===== config.mk =====
export PLATFORM = sky130hd
export DESIGN_NAME = qmac_sequencer_flat
export DESIGN_NICKNAME = d
export VERILOG_FILES = /design/src/rtl/qmac_pkg.sv /design/src/rtl/qmac_sequencer_if.sv /design/src/rtl/qmac_vbuf.sv /design/src/rtl/qmac_sequencer.sv /design/src/flat_wrapper.sv
export SDC_FILE = /design/constraint.sdc
export NUM_CORES = 1
export LEC_CHECK = 0
export BUFFER_PORTS_ARGS = -buffer_cell sky130_fd_sc_hd__buf_2
export CORE_UTILIZATION = 44
export DETAILED_ROUTE_END_ITERATION = 10
export PLACE_DENSITY = 0.64
export SLEW_MARGIN = 0
export SYNTH_ARGS = -nofsm -noshare
export SYNTH_HDL_FRONTEND = slang
export SYNTH_SLANG_ARGS = --single-unit

===== constraint.sdc =====
create_clock -name clk_i -period 23.8 [get_ports clk_i]
set_input_delay 4.76 -clock clk_i [delete_from_list [all_inputs] [get_ports clk_i]]
set_output_delay 4.76 -clock clk_i [all_outputs]
set_load 0.05 [all_outputs]

===== src/rtl/qmac_pkg.sv =====
// Shared types and defaults for the quantized-MAC sequencer.
// QMAC_SEQ_TIMEOUT_EN adds the ERR state used by the watchdog.
package qmac_pkg;

   localparam int DEF_VEC_LEN = 8;
   localparam int DEF_DATA_W = 32;
   localparam int DEF_QW_W = 8;
   localparam int DEF_TIMEOUT_CYC = 64;

   localparam logic CFG_SEL_X = 1'b0;
   localparam logic CFG_SEL_W = 1'b1;

   typedef enum logic [2:0] {
      ST_IDLE,
      ST_ISSUE,
      ST_WAIT,
      ST_DONE
`ifdef QMAC_SEQ_TIMEOUT_EN
      , ST_ERR
`endif
   } qmac_seq_state_t;

endpackage


===== src/rtl/qmac_sequencer_if.sv =====
// Element stream from the sequencer to the datapath and its
// completion/result return path.
interface qmac_sequencer_if #(
   parameter int DATA_W = 32,
   parameter int QW_W = 8
);
   logic              dp_valid_o;
   logic              dp_first_o;
   logic              dp_last_o;
   logic [DATA_W-1:0] dp_x_o;
   logic [QW_W-1:0]   dp_w_o;
   logic              dp_done_i;
   logic [DATA_W-1:0] dp_result_i;

   modport master (
      output dp_valid_o, dp_first_o, dp_last_o,
      output dp_x_o, dp_w_o,
      input  dp_done_i, dp_result_i
   );

   modport slave (
      input  dp_valid_o, dp_first_o, dp_last_o,
      input  dp_x_o, dp_w_o,
      output dp_done_i, dp_result_i
   );
endinterface


===== src/rtl/qmac_vbuf.sv =====
// Reset-to-zero vector register file: one write port and
// one combinational read port; out-of-range writes are dropped.
module qmac_vbuf #(
   parameter int DEPTH = 8,
   parameter int WIDTH = 32,
   localparam int AW = $clog2(DEPTH)
) (
   input  logic             clk_i,
   input  logic             rst_i,
   input  logic             we,
   input  logic [AW-1:0]    waddr,
   input  logic [WIDTH-1:0] wdata,
   input  logic [AW-1:0]    raddr,
   output logic [WIDTH-1:0] rdata
);
   logic [WIDTH-1:0] mem [DEPTH];

   always_ff @(posedge clk_i or posedge rst_i) begin
      if (rst_i) begin
         for (int i = 0; i < DEPTH; i++) mem[i] <= '0;
      end else if (we && int'(waddr) < DEPTH) begin
         mem[waddr] <= wdata;
      end
   end

   assign rdata = (int'(raddr) < DEPTH) ? mem[raddr] : '0;
endmodule


===== src/rtl/qmac_sequencer.sv =====
// Streams buffered x/weight vectors into the quantized MAC datapath.
// QMAC_SEQ_TIMEOUT_EN adds a WAIT watchdog, ERR state and err_o.
module qmac_sequencer
   import qmac_pkg::*;
#(
   parameter int VEC_LEN = DEF_VEC_LEN,
   parameter int DATA_W = DEF_DATA_W,
   parameter int QW_W = DEF_QW_W,
`ifdef QMAC_SEQ_TIMEOUT_EN
   parameter int TIMEOUT_CYC = DEF_TIMEOUT_CYC,
`endif
   localparam int ADDR_W = $clog2(VEC_LEN)
) (
   input  logic              clk_i,
   input  logic              rst_i,
   input  logic              cfg_we_i,
   input  logic              cfg_sel_i,
   input  logic [ADDR_W-1:0] cfg_addr_i,
   input  logic [DATA_W-1:0] cfg_data_i,
   input  logic              start_i,
   output logic              busy_o,
   output logic              done_o,
   output logic [DATA_W-1:0] result_o,
`ifdef QMAC_SEQ_TIMEOUT_EN
   output logic              err_o,
`endif
   qmac_sequencer_if.master  dp
);
   qmac_seq_state_t   state_q, state_d;
   logic [ADDR_W-1:0] idx_q, idx_d;
   logic [DATA_W-1:0] result_q;
   logic [DATA_W-1:0] x_rd;
   logic [QW_W-1:0]   w_rd;
   logic              idle, issue, last, wr_x, wr_w;

   assign idle  = (state_q == ST_IDLE);
   assign issue = (state_q == ST_ISSUE);
   assign last  = (idx_q == ADDR_W'(VEC_LEN - 1));
   assign wr_x  = idle & cfg_we_i & (cfg_sel_i == CFG_SEL_X);
   assign wr_w  = idle & cfg_we_i & (cfg_sel_i == CFG_SEL_W);

   qmac_vbuf #(.DEPTH(VEC_LEN), .WIDTH(DATA_W)) u_xbuf (
      .clk_i (clk_i),
      .rst_i (rst_i),
      .we    (wr_x),
      .waddr (cfg_addr_i),
      .wdata (cfg_data_i),
      .raddr (idx_q),
      .rdata (x_rd)
   );

   qmac_vbuf #(.DEPTH(VEC_LEN), .WIDTH(QW_W)) u_wbuf (
      .clk_i (clk_i),
      .rst_i (rst_i),
      .we    (wr_w),
      .waddr (cfg_addr_i),
      .wdata (cfg_data_i[QW_W-1:0]),
      .raddr (idx_q),
      .rdata (w_rd)
   );

`ifdef QMAC_SEQ_TIMEOUT_EN
   localparam int WD_W = $clog2(TIMEOUT_CYC + 1);
   logic [WD_W-1:0] wdog_q;
   logic            err_q;
   logic            wd_hit;

   assign wd_hit = (wdog_q == WD_W'(TIMEOUT_CYC - 1));
   assign err_o  = err_q;

   always_ff @(posedge clk_i or posedge rst_i) begin
      if (rst_i) begin
         wdog_q <= '0;
         err_q  <= 1'b0;
      end else begin
         wdog_q <= (state_q == ST_WAIT) ? wdog_q + WD_W'(1) : '0;
         if (idle && start_i) err_q <= 1'b0;
         else if (state_d == ST_ERR && state_q == ST_WAIT) err_q <= 1'b1;
      end
   end
`endif

   always_comb begin
      state_d = state_q;
      idx_d   = idx_q;
      unique case (state_q)
         ST_IDLE: begin
            if (start_i) begin
               state_d = ST_ISSUE;
               idx_d   = '0;
            end
         end
         ST_ISSUE: begin
            if (last) begin
               state_d = ST_WAIT;
               idx_d   = '0;
            end else begin
               idx_d = idx_q + ADDR_W'(1);
            end
         end
         ST_WAIT: begin
            if (dp.dp_done_i) state_d = ST_DONE;
`ifdef QMAC_SEQ_TIMEOUT_EN
            else if (wd_hit) state_d = ST_ERR;
`endif
         end
         ST_DONE: state_d = ST_IDLE;
`ifdef QMAC_SEQ_TIMEOUT_EN
         ST_ERR: state_d = ST_IDLE;
`endif
         default: state_d = ST_IDLE;
      endcase
   end

   always_ff @(posedge clk_i or posedge rst_i) begin
      if (rst_i) begin
         state_q  <= ST_IDLE;
         idx_q    <= '0;
         result_q <= '0;
      end else begin
         state_q <= state_d;
         idx_q   <= idx_d;
         if (state_q == ST_WAIT && dp.dp_done_i) result_q <= dp.dp_result_i;
      end
   end

   // Outputs decode from the state register so reset drops them at once.
   assign busy_o   = ~idle;
`ifdef QMAC_SEQ_TIMEOUT_EN
   assign done_o   = (state_q == ST_DONE) | (state_q == ST_ERR);
`else
   assign done_o   = (state_q == ST_DONE);
`endif
   assign result_o = result_q;

   assign dp.dp_valid_o = issue;
   assign dp.dp_first_o = issue & (idx_q == '0);
   assign dp.dp_last_o  = issue & last;
   assign dp.dp_x_o     = issue ? x_rd : '0;
   assign dp.dp_w_o     = issue ? w_rd : '0;
endmodule

===== src/flat_wrapper.sv =====
// flat-port wrapper written by rule: the top's interface ports become plain ports
module qmac_sequencer_flat import qmac_pkg::*;
#(
   parameter int VEC_LEN = DEF_VEC_LEN,
   parameter int DATA_W = DEF_DATA_W,
   parameter int QW_W = DEF_QW_W,

   localparam int ADDR_W = $clog2(VEC_LEN)
)
  (clk_i, rst_i, cfg_we_i, cfg_sel_i, cfg_addr_i, cfg_data_i, start_i, busy_o, done_o, result_o, dp_dp_valid_o, dp_dp_first_o, dp_dp_last_o, dp_dp_x_o, dp_dp_w_o, dp_dp_done_i, dp_dp_result_i);
  qmac_sequencer_if #(.DATA_W(DATA_W), .QW_W(QW_W)) dp_i ();
  input  logic clk_i;
  input  logic rst_i;
  input  logic cfg_we_i;
  input  logic cfg_sel_i;
  input  logic [ADDR_W-1:0] cfg_addr_i;
  input  logic [DATA_W-1:0] cfg_data_i;
  input  logic start_i;
  output logic busy_o;
  output logic done_o;
  output logic [DATA_W-1:0] result_o;
  output wire logic [$bits(dp_i.dp_valid_o)-1:0] dp_dp_valid_o;
  output wire logic [$bits(dp_i.dp_first_o)-1:0] dp_dp_first_o;
  output wire logic [$bits(dp_i.dp_last_o)-1:0] dp_dp_last_o;
  output wire logic [$bits(dp_i.dp_x_o)-1:0] dp_dp_x_o;
  output wire logic [$bits(dp_i.dp_w_o)-1:0] dp_dp_w_o;
  input wire logic [$bits(dp_i.dp_done_i)-1:0] dp_dp_done_i;
  input wire logic [$bits(dp_i.dp_result_i)-1:0] dp_dp_result_i;
  assign dp_dp_valid_o = dp_i.dp_valid_o;
  assign dp_dp_first_o = dp_i.dp_first_o;
  assign dp_dp_last_o = dp_i.dp_last_o;
  assign dp_dp_x_o = dp_i.dp_x_o;
  assign dp_dp_w_o = dp_i.dp_w_o;
  assign dp_i.dp_done_i = dp_dp_done_i;
  assign dp_i.dp_result_i = dp_dp_result_i;
  qmac_sequencer #(.VEC_LEN(VEC_LEN), .DATA_W(DATA_W), .QW_W(QW_W)) u_core (.clk_i(clk_i), .rst_i(rst_i), .cfg_we_i(cfg_we_i), .cfg_sel_i(cfg_sel_i), .cfg_addr_i(cfg_addr_i), .cfg_data_i(cfg_data_i), .start_i(start_i), .busy_o(busy_o), .done_o(done_o), .result_o(result_o), .dp(dp_i));
endmodule

==> results.md <==
* Initial Util at 44.8%
* First-pass GRT wire length at 59100 um
* Pins Over Slew Limit at 0
* H-tree lvl count at 2
* Setup CP Type: reg2out
* Reg2Reg Capture Point: u_core.u_xbuf.mem[183]$_DFFE_PP0P_
* Register clock-pin slew on the reported worst setup and hold paths at 0.06 ns
* Cell Area, Synth at about 16000 um^2
* Slowest cell on crit path: dfrtp_4
* Data required time at the worst endpoint at 19.04 ns
* Core ar. at around 36000 um^2
* Number of gates given a new drive strength after cts at 0
* Setup Total Neg Slack at 0 ns
* Final core utilization at between 50 and 60%
* Length of the first detailed-routing pass in iterations at 7
* # hold bufs at CTS at 0
* Type of element capturing the critical path: output pin
* Pin count of the biggest net entering global routing at around 120
* Residual antenna-violating net count after detailed routing at 0
* Status: finished, violations left
* Crit path largest cell delay at approximately 1.1 ns
* Gate family responsible for the most delay along the worst path: simple AND/OR/NAND/NOR gates
* Max-slew headroom at the worst pin at 27.7%
* MaxCap Viol Count at 0
* WP data arrival at roughly 3.4 ns
* P&R area growth vs syn at 15.0%
* Final hold violation count at 0
* Hold worst-path end: u_core.u_xbuf.mem[39]$_DFFE_PP0P_
* Die extent in x at a little under 200 um
* Gate count of the mapped netlist at about 1100
* Dominant register cell in the synthesized netlist: dfrtp_1
* Max VDD drop at ~0.09 mV
* Area used by sequential logic in the layout at 8940 um^2
* Tcrit/Tclk final at between 30% and 40%
* Register area share after synthesis at 55.7%
* Worst-case reg-to-reg path depth at 6
* Number of register bits inferred by synthesis at between 300 and 400
* Syn Nets at 1169
* Startpoint Class: flop
* Synthesized area per cell at ~15 um^2
* Number of cells on the worst hold path at 1
* Global-route total usage across every layer at 20.8%
* Violated checks: DRC
* Total CTS buffers at 40
* Number of distinct library cells after synthesis at 30
* Startpoint of the most critical setup path: u_core.idx_q[1]$_DFFE_PP0P_
* Critical-path maximum fanout at between 40 and 50
* Detail-routed net length per standard cell at between 20 and 25 um
* Cell leakage power at 8.72 nW
* Initial DRC Count at 509
* Detailed-route via count at approximately 9500
* Cell Rows at about 70
* Path class of the lowest-slack min-delay path: reg2reg
* Number of design rule violations left after detail routing at 4
* Number of buffers on the longest clock path at 3
* Dpl hpwl at 21400 um
* Placed standard-cell area at ~17000 um^2
* Area of combinational cells with multiple inputs at 6730 um^2
* Largest clock skew in the final design at 0.0172 ns
* Final design area excluding fillers at between 15000 and 20000 um^2
* Count of antenna diodes in the layout at 0
* Reg-to-reg startpoint: u_core.state_q[0]$_DFFE_PP0P_
* RSZ-0062 raised after global routing: no
* Fill cells at 3137
* Worst hold margin at just under 0.5 ns
* CP Cell Sequence: nand2b_2, a211oi_1, nor3_1, buf_2
* Peak clock frequency supported by timing at ~120 MHz
* Register-to-register path setup slack at about 21 ns
* Total of warnings raised by yosys at 0
* Clock tree from TritonCTS: done
* Worst Slack Setup Final at ~16 ns
* Die height at 193 um
* Worst slew pin tran at ~1.1 ns
* Number of buffers added on ports at 149
* Number of global-route vias before repair at between 10000 and 15000
* Fin crit period at around 8.1 ns
* Die area at about 37000 um^2
* Num ports at 150
* Final-report setup violation count at 0
* Root buffer selected by CTS: clkbuf_16
* Nets@finish at 1295
* Async set-or-reset flop fraction in the synthesized netlist at 100%
* Worst slack at placement at 16.13 ns
* Vias/cell at between 5 and 6
* Areal power density over the cells at about 130 nW/um^2
* Hold path start: u_core.u_xbuf.mem[39]$_DFFE_PP0P_
* Setup Fix Bufs, Post-CTS at 0
* Number of clock sinks at between 300 and 400
* Routed wire length at ~37000 um
* Number of synthesized flops with an enable pin at 0
* Total congestion overflow at 0
* Routability cong. at ~0.7
* Buffers & Inverters on Critical Path at 1
* Number of antenna violations at the first check in global routing at 2
* Fraction of layout instances using a drive strength above 1 at between 50% and 60%
* Clock latency at the later pin of the worst-skew pair at approximately 0.53 ns
==> layout make-up <==
type | count | area share [%]
multi-input cells | 642 | 36.5
inverters | 9 | 0.224
clock inverters | 11 | 0.496
well taps | 461 | 3.13
flip-flops and latches | 357 | 48.5
repair buffers | 164 | 4.66
clock buffers | 60 | 6.50
==> flip-flops by register name, indices dropped and copies added (netlist names) <==
register,flops
u_core.u_xbuf.mem,256
u_core.u_wbuf.mem,64
u_core.result_o,32
u_core.idx_q,3
u_core.state_q,2
==> cell families (layout without fill, tap and decap cells) <==
family / count (synthesis) / count (layout) / synth area share, %
adders and majority gates: 8 / 8 / 0.624
AOI/OAI and AO/OA: 85 / 85 / 3.71
DFF: 357 / 357 / 55.7
buffers and inverters: 89 / 244 / 2.56
and+or+nand+nor: 114 / 114 / 4.02
muxes: 435 / 435 / 33.4
==> report_power, final <==
part           switching [mW]  total (mW)  internal (mW)
logic                   0.464       0.844          0.380
clock network           0.243       0.602          0.359
registers               0.139       0.975          0.837
total                   0.846        2.42           1.58
==> synthesized netlist by cell type (3+ instances only) <==
| master | instances | share of area (%) |
|---|---|---|
| mux2_2 | 386 | 27 |
| dfrtp_1 | 357 | 56 |
| nor2b_1 | 41 | 1.6 |
| a211oi_1 | 40 | 1.9 |
| mux4_2 | 40 | 5.6 |
| nor3_1 | 40 | 1.2 |
| o22ai_1 | 40 | 1.6 |
| buf_2 | 39 | 1.2 |
| clkbuf_1 | 30 | 0.70 |
| inv_1 | 9 | 0.21 |
| ha_1 | 8 | 0.62 |
| nand2_1 | 8 | 0.19 |
| buf_4 | 7 | 0.33 |
| mux2_1 | 7 | 0.49 |
| nor2_2 | 6 | 0.23 |
| nand2b_1 | 5 | 0.20 |
| nor2_1 | 5 | 0.12 |
| buf_1 | 3 | 0.070 |
==> worst max-delay path by stage <==
| stage | end | cells after the start |
|---|---|---|
| after floorplan | u_core.idx_q[0]$_DFFE_PP0P_ | 1 |
| after global placement | dp_dp_x_o[22] | 4 |
| after detailed placement | dp_dp_x_o[21] | 4 |
| after CTS | dp_dp_x_o[16] | 4 |
| after global routing | dp_dp_x_o[16] | 4 |
| final | dp_dp_x_o[16] | 4 |
==> per-stage QoR <==
| stage | total power, mW | std cells |
|---|---|---|
| 6_report | 2.42 | 1704 |
| 5_1_grt | 2.55 | 1704 |
| 2_1_floorplan | 1.63 | 1088 |
| 3_3_place_gp | 1.81 | 1633 |
| 4_1_cts | 2.45 | 1704 |
| 3_5_place_dp | 1.83 | 1633 |
==> layout by cell type (no fill, tap or decap), types with 2 or more instances in the layout <==
master     count
or3_1          2
inv_6          3
nand2b_2       2
nor2_1         2
nand2_1        6
clkbuf_1       9
inv_1          7
nand2b_1       3
dfrtp_1      354
nand3b_1       2
nor3_1        40
buf_2        149
nor2_2         6
mux2_1         7
nor2b_1       40
a211oi_1      40
mux2i_1        2
clkinv_2       7
dfrtp_4        2
o22ai_1       40
clkbuf_16     41
mux4_2        40
buf_4         15
nor2_4         3
nand2_2        2
nand4b_1       2
clkbuf_8      10
mux2_2       386
ha_1           8
o31ai_1        2
==> per-layer routing <==
layer | vias to the layer above | GRT usage [%] | share of wire, %
li1 | 4265 | - | -
met1 | 4992 | 28.0 | 45
met2 | 217 | 34.6 | 48
met3 | 51 | 3.56 | 4.4
met4 | 4 | 5.51 | 2.0
met5 | - | 0 | 0.059
No activity file was read; power rests on OpenSTA's default activity.
